--- config.mk ---
export PLATFORM = sky130hd
export DESIGN_NAME = mac_sequencer
export DESIGN_NICKNAME = d
export VERILOG_FILES = /design/src/rtl/mac_sequencer.sv
export SDC_FILE = /design/constraint.sdc
export NUM_CORES = 1
export LEC_CHECK = 0
export ABC_CLOCK_PERIOD_IN_PS = 5300
export BUFFER_PORTS_ARGS = -buffer_cell sky130_fd_sc_hd__buf_2
export CORE_MARGIN = 1
export CORE_UTILIZATION = 30
export CTS_CLUSTER_DIAMETER = 150
export DETAILED_ROUTE_END_ITERATION = 8
export PLACE_DENSITY = 0.55
export SLEW_MARGIN = 20
export SYNTH_ARGS = -nofsm -noshare
export SYNTH_HDL_FRONTEND = slang
export SYNTH_SLANG_ARGS = --single-unit
--- constraint.sdc ---
create_clock -name clk -period 5.3 [get_ports clk]
set_clock_uncertainty 0.05 [all_clocks]
set_input_delay 1.06 -clock clk [delete_from_list [all_inputs] [get_ports clk]]
set_output_delay 1.06 -clock clk [all_outputs]
set_load 0.1 [all_outputs]
--- src/rtl/mac_sequencer.sv ---
// Sequences a shared MAC through a square matrix-vector product y = M*v, one row per result.
// Optional build macro MAC_SEQ_ABORT_EN adds an abort input that cancels a running product.
module mac_sequencer #(
    parameter int DATA_WIDTH = 8,
    parameter int MAX_DIM    = 8,
    parameter int DIM_WIDTH  = 4,
    parameter int ADDR_WIDTH = 6
) (
    input  logic                  clk,
    input  logic                  rst,
    input  logic                  start,
    input  logic [DIM_WIDTH-1:0]  dim,
    output logic [ADDR_WIDTH-1:0] mat_addr,
    output logic [DIM_WIDTH-1:0]  vec_addr,
    output logic                  mem_rd,
    output logic                  mac_en,
    output logic                  mac_retro,
    input  logic [DATA_WIDTH-1:0] mac_out,
    output logic [DATA_WIDTH-1:0] res_data,
    output logic [DIM_WIDTH-1:0]  res_row,
    output logic                  res_valid,
    input  logic                  res_ready,
`ifdef MAC_SEQ_ABORT_EN
    input  logic                  abort,
`endif
    output logic                  busy,
    output logic                  done,
    output logic                  err
);

    typedef enum logic [2:0] {
        S_IDLE  = 3'd0,
        S_CLEAR = 3'd1,
        S_FETCH = 3'd2,
        S_WAIT  = 3'd3,
        S_OUT   = 3'd4,
        S_DONE  = 3'd5
    } state_t;

    state_t                state_r;
    logic [DIM_WIDTH-1:0]  n_r;
    logic [DIM_WIDTH-1:0]  row_r;
    logic [DIM_WIDTH-1:0]  col_r;
    logic [ADDR_WIDTH-1:0] base_r;
    logic [ADDR_WIDTH-1:0] mat_addr_r;
    logic [DIM_WIDTH-1:0]  vec_addr_r;
    logic                  mem_rd_r;
    logic                  mac_en_r;
    logic                  mac_retro_r;
    logic [DIM_WIDTH-1:0]  res_row_r;
    logic                  res_valid_r;
    logic                  busy_r;
    logic                  done_r;
    logic                  err_r;
    logic                  abort_pend_r;

    logic                  abort_s;
    logic                  abort_hit_s;
    logic                  dim_ok_s;
    logic                  last_col_s;
    logic                  last_row_s;
    logic [DIM_WIDTH-1:0]  next_col_s;

`ifdef MAC_SEQ_ABORT_EN
    assign abort_s = abort;
`else
    assign abort_s = 1'b0;
`endif

    assign abort_hit_s = abort_s && (state_r != S_IDLE);
    assign dim_ok_s    = (dim != {DIM_WIDTH{1'b0}}) && (dim <= DIM_WIDTH'(MAX_DIM));
    assign last_col_s  = (col_r == (n_r - DIM_WIDTH'(1)));
    assign last_row_s  = (row_r == (n_r - DIM_WIDTH'(1)));
    assign next_col_s  = col_r + DIM_WIDTH'(1);

    // Control FSM with all outputs registered; mac_en trails mem_rd to line up with read data
    always_ff @(posedge clk or negedge rst) begin
        if (!rst) begin
            state_r      <= S_IDLE;
            n_r          <= {DIM_WIDTH{1'b0}};
            row_r        <= {DIM_WIDTH{1'b0}};
            col_r        <= {DIM_WIDTH{1'b0}};
            base_r       <= {ADDR_WIDTH{1'b0}};
            mat_addr_r   <= {ADDR_WIDTH{1'b0}};
            vec_addr_r   <= {DIM_WIDTH{1'b0}};
            mem_rd_r     <= 1'b0;
            mac_en_r     <= 1'b0;
            mac_retro_r  <= 1'b0;
            res_row_r    <= {DIM_WIDTH{1'b0}};
            res_valid_r  <= 1'b0;
            busy_r       <= 1'b0;
            done_r       <= 1'b0;
            err_r        <= 1'b0;
            abort_pend_r <= 1'b0;
        end else begin
            err_r       <= 1'b0;
            done_r      <= 1'b0;
            mac_retro_r <= 1'b0;
            mem_rd_r    <= 1'b0;
            // An abort suppresses the trailing enable so it never overlaps the clear cycle
            mac_en_r    <= mem_rd_r && !abort_hit_s;
            if (abort_hit_s) begin
                state_r      <= S_CLEAR;
                abort_pend_r <= 1'b1;
                mac_retro_r  <= 1'b1;
                res_valid_r  <= 1'b0;
                col_r        <= {DIM_WIDTH{1'b0}};
                busy_r       <= 1'b1;
            end else begin
                case (state_r)
                    S_IDLE: begin
                        if (start && dim_ok_s) begin
                            n_r         <= dim;
                            row_r       <= {DIM_WIDTH{1'b0}};
                            col_r       <= {DIM_WIDTH{1'b0}};
                            base_r      <= {ADDR_WIDTH{1'b0}};
                            mac_retro_r <= 1'b1;
                            busy_r      <= 1'b1;
                            state_r     <= S_CLEAR;
                        end else if (start) begin
                            err_r <= 1'b1;
                        end else begin
                            busy_r <= 1'b0;
                        end
                    end
                    S_CLEAR: begin
                        if (abort_pend_r) begin
                            abort_pend_r <= 1'b0;
                            busy_r       <= 1'b0;
                            state_r      <= S_IDLE;
                        end else begin
                            col_r      <= {DIM_WIDTH{1'b0}};
                            mat_addr_r <= base_r;
                            vec_addr_r <= {DIM_WIDTH{1'b0}};
                            mem_rd_r   <= 1'b1;
                            state_r    <= S_FETCH;
                        end
                    end
                    S_FETCH: begin
                        if (last_col_s) begin
                            col_r   <= {DIM_WIDTH{1'b0}};
                            state_r <= S_WAIT;
                        end else begin
                            col_r      <= next_col_s;
                            mat_addr_r <= base_r + ADDR_WIDTH'(next_col_s);
                            vec_addr_r <= next_col_s;
                            mem_rd_r   <= 1'b1;
                        end
                    end
                    S_WAIT: begin
                        res_valid_r <= 1'b1;
                        res_row_r   <= row_r;
                        state_r     <= S_OUT;
                    end
                    S_OUT: begin
                        if (res_ready && last_row_s) begin
                            res_valid_r <= 1'b0;
                            done_r      <= 1'b1;
                            state_r     <= S_DONE;
                        end else if (res_ready) begin
                            res_valid_r <= 1'b0;
                            row_r       <= row_r + DIM_WIDTH'(1);
                            base_r      <= base_r + ADDR_WIDTH'(n_r);
                            mac_retro_r <= 1'b1;
                            state_r     <= S_CLEAR;
                        end else begin
                            res_valid_r <= 1'b1;
                        end
                    end
                    S_DONE: begin
                        busy_r  <= 1'b0;
                        state_r <= S_IDLE;
                    end
                    default: begin
                        res_valid_r  <= 1'b0;
                        busy_r       <= 1'b0;
                        abort_pend_r <= 1'b0;
                        state_r      <= S_IDLE;
                    end
                endcase
            end
        end
    end

    assign mat_addr  = mat_addr_r;
    assign vec_addr  = vec_addr_r;
    assign mem_rd    = mem_rd_r;
    assign mac_en    = mac_en_r;
    assign mac_retro = mac_retro_r;
    // The MAC holds its sum while in OUT, so the result is taken straight from it while valid
    assign res_data  = res_valid_r ? mac_out : {DATA_WIDTH{1'b0}};
    assign res_row   = res_row_r;
    assign res_valid = res_valid_r;
    assign busy      = busy_r;
    assign done      = done_r;
    assign err       = err_r;

endmodule

# Word level (Yosys, flattened, before mapping)
# Cells that the tools add are included.
# word_totals
output_inout_bits,29
in_bits,16
ff_bits,42
elab_cells,91
# op_classes
magnitude_cmp,1
mux,37
eq_ne,14
add_sub_neg,5
bitwise,2
reduce_logical,17
# ops
op,n
2-to-1 mux 6 bit,4
case mux 6 bit (2 select lines),2
2-to-1 mux 4 bit,5
case mux 4 bit (2 select lines),2
case mux 3 bit (5 select lines),1
2-to-1 mux 1 bit,13
adder 6 x 4 -> 6 bit,2
2-to-1 mux 3 bit,4
case mux 4 bit (3 select lines),1
inequality test 2 bit (second input constant),5
adder 4 x 1 -> 4 bit (second input constant),2
equality test 4 bit,2
2-to-1 mux 8 bit,1
OR reduction 4 bit,2
equality test 3 x 2 -> 1 bit (second input constant),2
equality test 3 bit (second input constant),2
inequality test 3 bit (second input constant),2
case mux 1 bit (2 select lines),3
AND reduction 2 bit,3
AND reduction 3 bit,2
less-or-equal comparator 4 bit (second input constant),1
AND reduction 4 bit,1
nonzero test 2 bit,2
nonzero test 4 bit,1
8 further kinds,11

# Logic depth before layout (Yosys ltp)
# logic_depth
depth_word,5
ltp_mapped,9
ltp_nobuf,9

# Least setup slack after synthesis
# OpenSTA, ideal clock, no wires.
# synth_path
path_kind,register -> output
start,reg res_valid_r (netlist: res_valid)
end,out res_data[0]
path_buffers,0
arrival_time_ps,1860
required_time_ps,4190
path_stages_with_launch,2
slack_ps,2330
cell_sequence,dfrtp_1 and2_1
# synth_via
elab_chain_len,1
# synth_lines
element,line_no,source
"start, declared",51,logic res_valid_r;
"start signal, assigned",90,res_valid_r <= 1'b0;
"start signal, assigned",106,res_valid_r <= 1'b0;
"start signal, assigned",151,res_valid_r <= 1'b1;
2-to-1 mux 8 bit,191,assign res_data = res_valid_r ? mac_out : {DATA_WIDTH{1'b0}};
"end, declared",19,"output logic [DATA_WIDTH-1:0] res_data,"
# Every way passes these cells.

# Worst setup path in the final report
# layout_path
start,in mac_out[5]
end,out res_data[5]
# layout_via
elab_chain_len,1
# layout_lines
element,line_no,source
"start, declared",18,"input logic [DATA_WIDTH-1:0] mac_out,"
2-to-1 mux 8 bit,191,
# Every way passes these cells.

==> key figures <==
Outcome
  – Outcome: completed

Clocking
  – Hold_buf cts: 0
  – Post-CTS resize count: 0
  – Num Clock Sinks: 42
  – TritonCTS clock tree: built
  – Total CTS buffers: 5
  – CTS HTree Levels: 2
  – Clock slew seen by the registers of the worst setup and hold paths: 0.08 ns
  – Clk buf depth: 2
  – Postcts setup bufs: 0
  – Clk root buf: clkbuf_8
  – Worst-Skew Late Latency: 0.30 ns

Global routing
  – Total gr overflow: 0
  – Vias in the first global route: 1638
  – Pin count of the biggest net entering global routing: 43
  – First-pass GRT wire length: 7.91 mm
  – Initial antenna violation count: 0
  – Global Route Usage Sum: 12.5%

Setup path
  – Startpoint types: input port
  – CP Buf/Inv Count: 2
  – CP max stage cell: buf_2
  – Crit path largest cell delay: 0.42 ns
  – CP Data Required Time: 4.19 ns
  – Most used cell, CP: buf_2
  – Critical Path AT: 1.66 ns
  – Flop-to-flop setup slack: 2.80 ns
  – Critical path class: input port to output pin
  – Worst-path maximum fanout: 1
  – Critical path capture point type: output pin
  – CP cell instances: buf_2, and2_1, buf_2
  – Crit-path leading delay family: buffers and inverters

STA
  – Rel. slew slack: 32.5%
  – Final setup viols: 0
  – Slew Viols, Final: 0
  – RSZ-0062 raised after global routing: false
  – Final hold violation count: 0
  – Min cycle time layout: 2.77 ns
  – Total negative setup slack: 0 ns
  – Measured slew at the worst slew-check pin: 1.01 ns
  – Worst Slack Setup Final: 2.53 ns
  – Top achievable clock speed: 361 MHz
  – Fin crit share: 52.3%

Synth
  – Post-synth top cells: 42 x dfrtp_1, 24 x o21ai_0, 17 x nand2_1
  – Post-Syn Nets: 248
  – Post-Synthesis Cells: 219
  – Sequential fraction of the synthesis area: 45.4%
  – FFs w/ async S/R, synth: 100%
  – Syn avg cell area: 10.6 µm²
  – Number of synthesized flops with an enable pin: 0
  – Top cell type's share of synthesized area: 45.4%
  – Number of synthesized register bits: 42
  – Top post-synthesis cells by area: dfrtp_1 45%, ha_1 5.9%, o21ai_0 5.2%
  – Synth area leader: dfrtp_1
  – Synth cell types: 47
  – Mapped cell area: 2310 µm²
  – Most common cell in the netlist: dfrtp_1
  – Ys flop type: dfrtp_1
  – Synth warn: 0

Layout
  – N_diodes: 0
  – Share of cells above drive strength 1: 26.3%
  – Layout area overhead: 18.2%
  – Final net count: 294

Placed design
  – Routability cong.: 0.771
  – Setup slack after placement: 2.36 ns
  – Dpl hpwl: 3.54 mm
  – Count of input and output buffers: 44

Drt
  – Drt pass-1 iters: 4
  – DR vias/cell: 4.70
  – Drt drc: 0
  – Via count: 1717
  – Wire length per cell: 12.9 µm
  – Post-route ant nets: 0
  – Routed wire length: 4.72 mm
  – Detailed Route Iter0 Violations: 47

Die
  – Top Ports: 45
  – Die Y-Extent: 89.8 µm
  – Core footprint: 7370 µm²
  – Die X-Extent: 89.8 µm
  – Die area: 8070 µm²
  – Initial core utilization: 31.4%
  – Core Rows: 31

Min path
  – Worst Hold Class: flop to flop

Job
  – Max-cap viol count: 0
-- area by class of cell --
| cell class | instances | area, µm² |
|---|---|---|
| Clock buffer | 6 | 72.6 |
| Clock inverter | 2 | 37.5 |
| Fill cell | 770 | 4630 |
| Inverter | 9 | 33.8 |
| Multi-Input combinational cell | 163 | 1200 |
| Sequential cell | 42 | 1050 |
| Tap cell | 99 | 124 |
| Timing Repair Buffer | 44 | 220 |
-- sequential cells by signal (all words and copies together) (netlist names) --
register	flops
base_r	6
state_r	3
mem_rd	1
busy	1
done	1
err	1
n_r	4
row_r	4
res_valid	1
mac_retro	1
mac_en	1
mat_addr	6
vec_addr	4
col_r	4
res_row	4
-- final timing paths --
kind                            cells past startpoint           to  startpoint
worst min register to register                      0       mac_en      mem_rd
min in group asynchronous                           1  vec_addr[2]         rst
worst min-delay path                                0       mac_en      mem_rd
worst max-delay path                                3  res_data[5]  mac_out[5]
worst max register to register                      6  mat_addr[5]      n_r[0]
max in group asynchronous                           1    base_r[0]         rst
-- layer usage --
layer | wire length [µm] | share of wire (%) | vias up | GRT usage, %
met1 | 2310 | 49 | 819 | 15.9
met4 | 67 | 1.4 | 0 | 4.51
met3 | 144 | 3.1 | 5 | 3.64
met2 | 2200 | 47 | 28 | 20.3
li1 | - | - | 865 | -
met5 | 0 | 0 | - | 0
-- cell usage in the layout, fill, tap and decap left out, types with 3 or more instances in the layout --
cell | synthesis | final
a211oi_1 | 3 | 3
a21o_1 | 4 | 4
a21oi_1 | 8 | 8
a22o_1 | 4 | 4
and2_1 | 9 | 9
buf_2 | 2 | 44
clkbuf_8 | 0 | 5
dfrtp_1 | 42 | 42
ha_1 | 11 | 11
inv_1 | 9 | 9
mux2_2 | 7 | 7
mux2i_1 | 3 | 3
nand2_1 | 17 | 17
nand3_1 | 4 | 4
nor2_1 | 15 | 15
nor2b_1 | 3 | 3
nor3_1 | 3 | 3
nor3b_1 | 3 | 3
o21ai_0 | 24 | 24
xnor2_1 | 7 | 7
xor2_1 | 8 | 8
-- through the flow --
step / area (µm²) / instances / utilization, % / hold slack [ns]
after detailed placement: 2630 / 357 / 35.6 / 0.318
final: 2740 / 365 / 37.1 / 0.339
after global placement: 2630 / 357 / 35.6 / 0.309
after floorplan: 2310 / 219 / - / 0.420
after CTS: 2740 / 365 / 37.1 / 0.338
after global routing: 2740 / 365 / 37.1 / 0.348
-- logic make-up after synthesis --
family | count (synthesis) | share of synthesized area [%]
buf+inv | 14 | 2.87
flops | 42 | 45.4
compound gates | 57 | 15.6
simple gates | 65 | 15.4
xor+xnor | 17 | 7.68
fa+ha+maj | 13 | 7.68
mux | 11 | 5.35
Power is left out: the tool's default activity adds up to more than one toggle a clock period on the data nets, which glitch-free logic cannot reach.
